[src/rtl/password_programmer.sv]
`default_nettype none
// ============================================================================
//  Module      : password_programmer
//  Description : Writer side of a 4-digit hex password lock. Captures a code
//                one digit per load edge, asks for it again, and commits it to
//                code_out on a match. Progress and status are shown on four
//                active-low 7-segment displays ({g,f,e,d,c,b,a}).
//                Optional macro PROG_MASK_EN: taken digits show as dashes.
//  Revision    : 1.0  initial release
// ============================================================================
module password_programmer #(
  parameter logic [15:0] DEFAULT_CODE = 16'h1234,
  parameter int          ERR_HOLD     = 50000000
) (
  input  logic        clk,
  input  logic        rst,
  input  logic        load,
  input  logic [3:0]  SW,
  output logic [15:0] code_out,
  output logic        code_wr,
  output logic        busy,
  output logic [6:0]  HEX3,
  output logic [6:0]  HEX2,
  output logic [6:0]  HEX1,
  output logic [6:0]  HEX0
);

  localparam int             c_CNT_W     = $clog2(ERR_HOLD + 1);
  localparam logic [c_CNT_W-1:0] c_HOLD_LAST = c_CNT_W'(ERR_HOLD - 1);
  localparam logic [6:0]     c_SEG_BLANK = 7'b1111111;
  localparam logic [6:0]     c_SEG_DASH  = 7'b0111111;
  localparam logic [27:0]    c_DISP_DONE = {7'b0100001, 7'b0100011, 7'b0101011, 7'b0000110};
  localparam logic [27:0]    c_DISP_ERR  = {7'b0000110, 7'b0101111, 7'b0101111, 7'b1111111};

  typedef enum logic [1:0] {
    S_ENTER   = 2'd0,
    S_CONFIRM = 2'd1,
    S_DONE    = 2'd2,
    S_ERROR   = 2'd3
  } state_t;

  state_t               r_state;
  logic [1:0]           r_idx;
  logic [15:0]          r_new;
  logic [15:0]          r_cmp;
  logic [c_CNT_W-1:0]   r_cnt;
  logic                 r_load_q;
  logic [27:0]          r_hex;

  logic                 w_ld_edge;
  logic [15:0]          w_new_upd;
  logic [15:0]          w_cmp_upd;
  logic [2:0]           w_taken;

  // Standard hex digit to active-low segment pattern.
  function automatic logic [6:0] f_hex(input logic [3:0] d);
    case (d)
      4'h0: f_hex = 7'b1000000;
      4'h1: f_hex = 7'b1111001;
      4'h2: f_hex = 7'b0100100;
      4'h3: f_hex = 7'b0110000;
      4'h4: f_hex = 7'b0011001;
      4'h5: f_hex = 7'b0010010;
      4'h6: f_hex = 7'b0000010;
      4'h7: f_hex = 7'b1111000;
      4'h8: f_hex = 7'b0000000;
      4'h9: f_hex = 7'b0010000;
      4'hA: f_hex = 7'b0001000;
      4'hB: f_hex = 7'b0000011;
      4'hC: f_hex = 7'b1000110;
      4'hD: f_hex = 7'b0100001;
      4'hE: f_hex = 7'b0000110;
      default: f_hex = 7'b0001110;
    endcase
  endfunction

  // Left-aligned view of the first n digits of a buffer; the rest blank.
  function automatic logic [27:0] f_digits(input logic [15:0] b, input logic [2:0] n);
    logic [6:0] seg;
    f_digits = {4{c_SEG_BLANK}};
    for (int i = 0; i < 4; i++) begin
`ifdef PROG_MASK_EN
      seg = c_SEG_DASH;
`else
      seg = f_hex(b[15-4*i -: 4]);
`endif
      if (3'(i) < n) f_digits[27-7*i -: 7] = seg;
    end
  endfunction

  assign w_ld_edge = load & ~r_load_q;
  assign w_taken   = {1'b0, r_idx} + 3'd1;

  // Buffers with the current SW dropped into the slot selected by idx.
  always_comb begin
    w_new_upd = r_new;
    w_cmp_upd = r_cmp;
    case (r_idx)
      2'd0: begin w_new_upd[15:12] = SW; w_cmp_upd[15:12] = SW; end
      2'd1: begin w_new_upd[11:8]  = SW; w_cmp_upd[11:8]  = SW; end
      2'd2: begin w_new_upd[7:4]   = SW; w_cmp_upd[7:4]   = SW; end
      default: begin w_new_upd[3:0] = SW; w_cmp_upd[3:0] = SW; end
    endcase
  end

  // Entry/confirm state machine with registered status and display outputs.
  always_ff @(posedge clk) begin
    if (!rst) begin
      r_state  <= S_ENTER;
      r_idx    <= 2'd0;
      r_new    <= 16'h0000;
      r_cmp    <= 16'h0000;
      r_cnt    <= '0;
      r_load_q <= 1'b0;
      r_hex    <= {4{c_SEG_BLANK}};
      code_out <= DEFAULT_CODE;
      code_wr  <= 1'b0;
      busy     <= 1'b0;
    end else begin
      r_load_q <= load;
      code_wr  <= 1'b0;
      case (r_state)
        S_ENTER: begin
          if (w_ld_edge) begin
            r_new <= w_new_upd;
            busy  <= 1'b1;
            if (r_idx == 2'd3) begin
              r_state <= S_CONFIRM;
              r_idx   <= 2'd0;
              r_cmp   <= 16'h0000;
              r_hex   <= {4{c_SEG_DASH}};
            end else begin
              r_idx <= r_idx + 2'd1;
              r_hex <= f_digits(w_new_upd, w_taken);
            end
          end
        end
        S_CONFIRM: begin
          if (w_ld_edge) begin
            r_cmp <= w_cmp_upd;
            if (r_idx == 2'd3) begin
              r_idx <= 2'd0;
              busy  <= 1'b0;
              if (w_cmp_upd == r_new) begin
                r_state  <= S_DONE;
                code_out <= r_new;
                code_wr  <= 1'b1;
                r_hex    <= c_DISP_DONE;
              end else begin
                r_state <= S_ERROR;
                r_cnt   <= '0;
                r_hex   <= c_DISP_ERR;
              end
            end else begin
              r_idx <= r_idx + 2'd1;
              r_hex <= f_digits(w_cmp_upd, w_taken);
            end
          end
        end
        S_DONE: begin
          // A fresh edge here starts a new entry with SW as its first digit.
          if (w_ld_edge) begin
            r_state <= S_ENTER;
            r_idx   <= 2'd1;
            r_new   <= {SW, 12'h000};
            r_cmp   <= 16'h0000;
            busy    <= 1'b1;
            r_hex   <= f_digits({SW, 12'h000}, 3'd1);
          end
        end
        default: begin
          // ERROR: edges are ignored, including one landing on the timeout cycle.
          if (r_cnt == c_HOLD_LAST) begin
            r_state <= S_ENTER;
            r_idx   <= 2'd0;
            r_new   <= 16'h0000;
            r_cmp   <= 16'h0000;
            busy    <= 1'b0;
            r_hex   <= {4{c_SEG_BLANK}};
          end else if (r_cnt != {c_CNT_W{1'b1}}) begin
            r_cnt <= r_cnt + 1'b1;
          end
        end
      endcase
    end
  end

  assign HEX3 = r_hex[27:21];
  assign HEX2 = r_hex[20:14];
  assign HEX1 = r_hex[13:7];
  assign HEX0 = r_hex[6:0];

endmodule
`default_nettype wire

[config.mk]
export PLATFORM = sky130hd
export DESIGN_NAME = password_programmer
export DESIGN_NICKNAME = d
export VERILOG_FILES = /design/src/rtl/password_programmer.sv
export SDC_FILE = /design/constraint.sdc
export NUM_CORES = 1
export LEC_CHECK = 0
export ABC_AREA = 1
export BUFFER_PORTS_ARGS = -buffer_cell sky130_fd_sc_hd__clkbuf_2
export CAP_MARGIN = 10
export CORE_MARGIN = 1
export CORE_UTILIZATION = 36
export DETAILED_ROUTE_END_ITERATION = 7
export PLACE_DENSITY = 0.54
export SLEW_MARGIN = 5
export SYNTH_ARGS = -nofsm -noshare
export SYNTH_HDL_FRONTEND = slang
export SYNTH_SLANG_ARGS = --single-unit
[constraint.sdc]
create_clock -name clk -period 3.2 [get_ports clk]
set_input_delay 0.16 -clock clk [delete_from_list [all_inputs] [get_ports clk]]
set_output_delay 0.16 -clock clk [all_outputs]
set_load 0.01 [all_outputs]
==> flow_results.org <==
** Yosys
- The share of synthesized area in the top cell type comes to 0.264.
- Proportion of synthesized flip-flops having asynchronous set or reset :: 0
- Average instance area after synthesis :: 6.30 sq um
- In this run, synthesis produced a sequential element count of 105.
- Combined area of all synthesized cells :: 7970 sq um
- Among all flip-flop cells after synthesis, the most frequent one is sky130_fd_sc_hd__dfxtp_1.
- Counting every net in the synthesized netlist gives 1,324.
- For this run, the number of Yosys warnings is 0.
- Of the synthesized area, sequential elements account for 0.264.
- The largest total area in the synthesized netlist belongs to sky130_fd_sc_hd__dfxtp_1.
- The synthesized design contains 0 enable-type register cells.
- After synthesis, the cell types taking the most area are sky130_fd_sc_hd__dfxtp_1 (26%), sky130_fd_sc_hd__nand2_1 (17%), sky130_fd_sc_hd__ha_1 (8.3%).
- The synthesized netlist contains 41 unique library cells.
- Cells after Synth :: 1,264

** Timing
- On the final layout, the worst clock skew is 0.0154 ns.
- The number of max-slew violations in the final report is 0.
- The worst path in the final design needs a cycle of 2.92 ns, including I/O delays and setup.
- Period utilization :: 0.913
- Setup slack after layout :: 0.277 ns
- Setup repair after global routing left no endpoint under its margin.
- Fin Hold WS :: 0.309 ns
- Maximum clock rate :: 0.342 GHz
- Adding up every negative setup slack in the final design gives 0 ns.
- Relative max-transition margin :: 0.502
- Count of endpoints failing hold in the final timing report :: 0
- Worst Max-Slew Pin Slew :: 0.747 ns
- Setup violations remaining at the end of the flow were counted as 0.

** Critical path
- Critical Path Slowest Stage Cell :: sky130_fd_sc_hd__ha_1
- Max stage delay on crit path :: 0.53 ns
- Required time worst endpoint :: 3.42 ns
- Type of origin of the critical path :: flip-flop
- The worst setup path is of the flip-flop to flip-flop kind.
- The number of buffers and inverters on the critical path is 2.
- Worst path cell trace :: inv_1, ha_1, inv_2, nand2_1, nand2_1, nand2_1, nand2_1, nor2_1, nand2_1, nor2_4, nand2_4, nor2_8, nand2_4, nand2_1, a21oi_1
- Data on the critical path arrives at its endpoint at 3.15 ns.
- Most used cell, CP :: sky130_fd_sc_hd__nand2_1
- Logic depth of the worst setup path including buffers :: 15
- The kind of cell with the highest combined delay along the critical path is simple AND/OR/NAND/NOR gates.
- Endpoint type of the worst setup path :: flip-flop
- The number of cells on the worst reg-to-reg path is 15.
- Max Fanout on Critical Path :: 17

** Placement
- Final weighted congestion in routability-driven placement :: 0.928
- Prior to clock tree synthesis, the placed netlist has a worst setup slack of 0.337 ns.
- Placed standard-cell area :: 8470 sq um
- The count of buffers added on input and output ports is 52.
- The number of placed instances, taps included, is 1,565.
- DPL Wire Length :: 18,500 microns

** Min path
- Counting instances, the worst hold path has a depth of 6.
- Worst hold path type :: primary input to flip-flop

** Clocking
- Counting along the longest clock path gives a buffer depth of 2.
- Counting every sink on the clock net gives 105.
- TritonCTS buffer count :: 9
- After clock tree synthesis, the clock-pin slew on the worst setup and hold paths is 0.08 ns.
- TritonCTS built the clock tree.
- CTS HTree Levels :: 3
- In this run the clock root is driven by a sky130_fd_sc_hd__clkbuf_16.
- Post-CTS timing repair inserted 0 buffers for setup.
- Clock latency reported for the late side of the worst-skew pair :: 0.37 ns

** Drt
- Via count of the routed design :: 8,209
- Post-route DRC :: 0
- Via density per instance :: 5.19
- Iteration-0 DRC count of the detailed router :: 465
- The routed design has 25,400 microns of wire.
- The first TritonRoute pass finished after 5 iterations.
- Once detail routing completed, the nets flagged for antenna violations numbered 0.
- Dividing the detail-routed wire length by the instance count gives 16.0 microns.

** Floorplan
- Num rows :: 54
- Die H :: 151 microns
- The die covers 22,700 sq um.
- Core box area :: 21,800 sq um
- X dimension of the die :: 151 microns
- For this configuration, the core starts out at a cell density of 0.366.
- I/O pins :: 53

** Power
- Power density of the placed cells :: 418 nW/um^2
- Maximum ir drop on the vdd rail :: 0.000249 V
- Leakage dissipation :: 3.84 nW

** Global route
- Maximum number of pins on one net before global-route repair :: 52
- Global routing finished with a remaining overflow of 0.
- In the global route stage, overall resource usage came out at 0.229.
- The first global-routing pass estimated 40,100 microns of wire.
- The number of antenna violations at the first check in global routing is 0.
- The via count of the first global-routing pass was 7,440.

** Finish
- Non-Filler Instances :: 1,582
- Post-route standard cell area excluding fillers :: 8800 sq um
- Total Nets Final :: 1,357
- Of the cells placed in the final design, the portion with a size suffix greater than 1 is 0.123.
- # diodes :: 0
- Compared with the post-synthesis result, the final layout area differs by 10.4%.

** Status
- Outcome :: finished clean

** Run
- Number of max-cap violations :: 0
cell type report:
type	count	area, sq um
clock buffers	10	239
clock inverters	6	82.6
fillers	2409	13000
inverters	120	453
multi-input cells	983	5100
flip-flops and latches	105	2100
well taps	280	350
repair buffers	78	470
path summary, 6_finish.rpt:
path | endpoint | from | slack, ns
setup reg to reg | code_out[13]$_SDFFE_PN0P_ | r_idx[0]$_SDFFE_PN0P_ | 0.28
hold reg to reg | code_out[2]$_SDFFE_PN1P_ | code_out[2]$_SDFFE_PN1P_ | 0.46
hold / removal | r_hex[24]$_SDFFE_PN1P_ | SW[3] | 0.31
setup / recovery | code_out[13]$_SDFFE_PN0P_ | r_idx[0]$_SDFFE_PN0P_ | 0.28
worst register-to-register path, cell delays in order (launching register included):
cell                      delay (ns)
sky130_fd_sc_hd__dfxtp_1        0.36
sky130_fd_sc_hd__inv_1          0.13
sky130_fd_sc_hd__ha_1           0.53
sky130_fd_sc_hd__inv_2          0.21
sky130_fd_sc_hd__nand2_1        0.14
sky130_fd_sc_hd__nand2_1        0.16
sky130_fd_sc_hd__nand2_1        0.10
sky130_fd_sc_hd__nand2_1        0.05
sky130_fd_sc_hd__nor2_1         0.11
sky130_fd_sc_hd__nand2_1        0.10
sky130_fd_sc_hd__nor2_4         0.21
sky130_fd_sc_hd__nand2_4        0.11
sky130_fd_sc_hd__nor2_8         0.24
sky130_fd_sc_hd__nand2_4        0.18
sky130_fd_sc_hd__nand2_1        0.10
sky130_fd_sc_hd__a21oi_1        0.06
synth_stat cells, types with 3 or more instances:
cell / instances
sky130_fd_sc_hd__nand3_1: 120
sky130_fd_sc_hd__nor2_1: 136
sky130_fd_sc_hd__clkbuf_1: 26
sky130_fd_sc_hd__o21ai_0: 75
sky130_fd_sc_hd__buf_4: 7
sky130_fd_sc_hd__inv_1: 105
sky130_fd_sc_hd__nand3_2: 5
sky130_fd_sc_hd__a31oi_1: 6
sky130_fd_sc_hd__a211oi_1: 3
sky130_fd_sc_hd__nand3b_1: 6
sky130_fd_sc_hd__xor2_1: 7
sky130_fd_sc_hd__inv_2: 9
sky130_fd_sc_hd__nor3_1: 13
sky130_fd_sc_hd__xnor2_1: 3
sky130_fd_sc_hd__clkinv_1: 5
sky130_fd_sc_hd__nand2_1: 352
sky130_fd_sc_hd__nand2_2: 25
sky130_fd_sc_hd__nand4_1: 44
sky130_fd_sc_hd__o21bai_1: 3
sky130_fd_sc_hd__ha_1: 53
sky130_fd_sc_hd__o211ai_1: 11
sky130_fd_sc_hd__buf_6: 8
sky130_fd_sc_hd__nand2_4: 4
sky130_fd_sc_hd__a21oi_1: 78
sky130_fd_sc_hd__a21oi_2: 10
sky130_fd_sc_hd__buf_2: 15
sky130_fd_sc_hd__dfxtp_1: 105
sky130_fd_sc_hd__o22ai_1: 4
sky130_fd_sc_hd__o21ai_1: 6
sky130_fd_sc_hd__nor2_2: 4
kinds of logic after synthesis:
logic type / Yosys count / share of synthesized area
flip-flops: 105 / 0.264
buffers and inverters: 176 / 0.0964
adder cells (fa/ha/maj): 53 / 0.0832
AND/OR/NAND/NOR: 719 / 0.405
AO/OA/AOI/OAI: 201 / 0.140
XOR/XNOR: 10 / 0.0110
power breakdown:
part           internal (W)  leakage [nW]  switching, W  total (W)
registers           0.00136         0.856     0.0000581    0.00142
logic              0.000315          2.82      0.000712    0.00103
clock network      0.000652         0.157      0.000583    0.00123
total               0.00233          3.84       0.00135    0.00368
metrics by stage:
step / util / total power [W]
after global routing: 0.404 / 0.00389
after global placement: 0.389 / 0.00247
after CTS: 0.404 / 0.00371
final: 0.404 / 0.00368
after floorplan: - / 0.00217
after detailed placement: 0.389 / 0.00246
cells in the final DEF (no fill, tap or decap), drive strengths merged:
master         n
nand2        382
nor2         143
nand3        127
inv          119
dfxtp        105
a21oi         88
o21ai         83
clkbuf        62
ha            53
nand4         44
buf           25
nor3          13
o211ai        11
xor2           7
nand3b         6
a31oi          6
clkinv         5
o22ai          4
xnor2          3
a211oi         3
o21bai         3
nor3b          2
o311ai         2
or2            1
nor4           1
o2111ai        1
bufinv         1
clkinvlp       1
dlygate4sd3    1
flip-flops by register name, summed over array words and instances (netlist names):
register / cells
r_cnt: 26
r_hex: 24
r_state: 2
r_cmp: 16
code_wr: 1
code_out: 16
r_load_q: 1
busy: 1
r_idx: 2
r_new: 16
layer usage:
metal / GRT usage / vias up / wire length (microns)
met5: 0 / - / 0
met4: 0.0665 / 0 / 469
met3: 0.0294 / 27 / 1120
met2: 0.386 / 217 / 11800
met1: 0.303 / 3764 / 12000
li1: - / 4201 / -
what timing repair did:
action | CTS | global route
endpoints found under the hold margin | 1 | 0
gates resized for setup | 0 | 1
setup endpoints to repair | 0 | 1
hold buffers | 1 | 0
No activity file was read; power rests on OpenSTA's default activity.
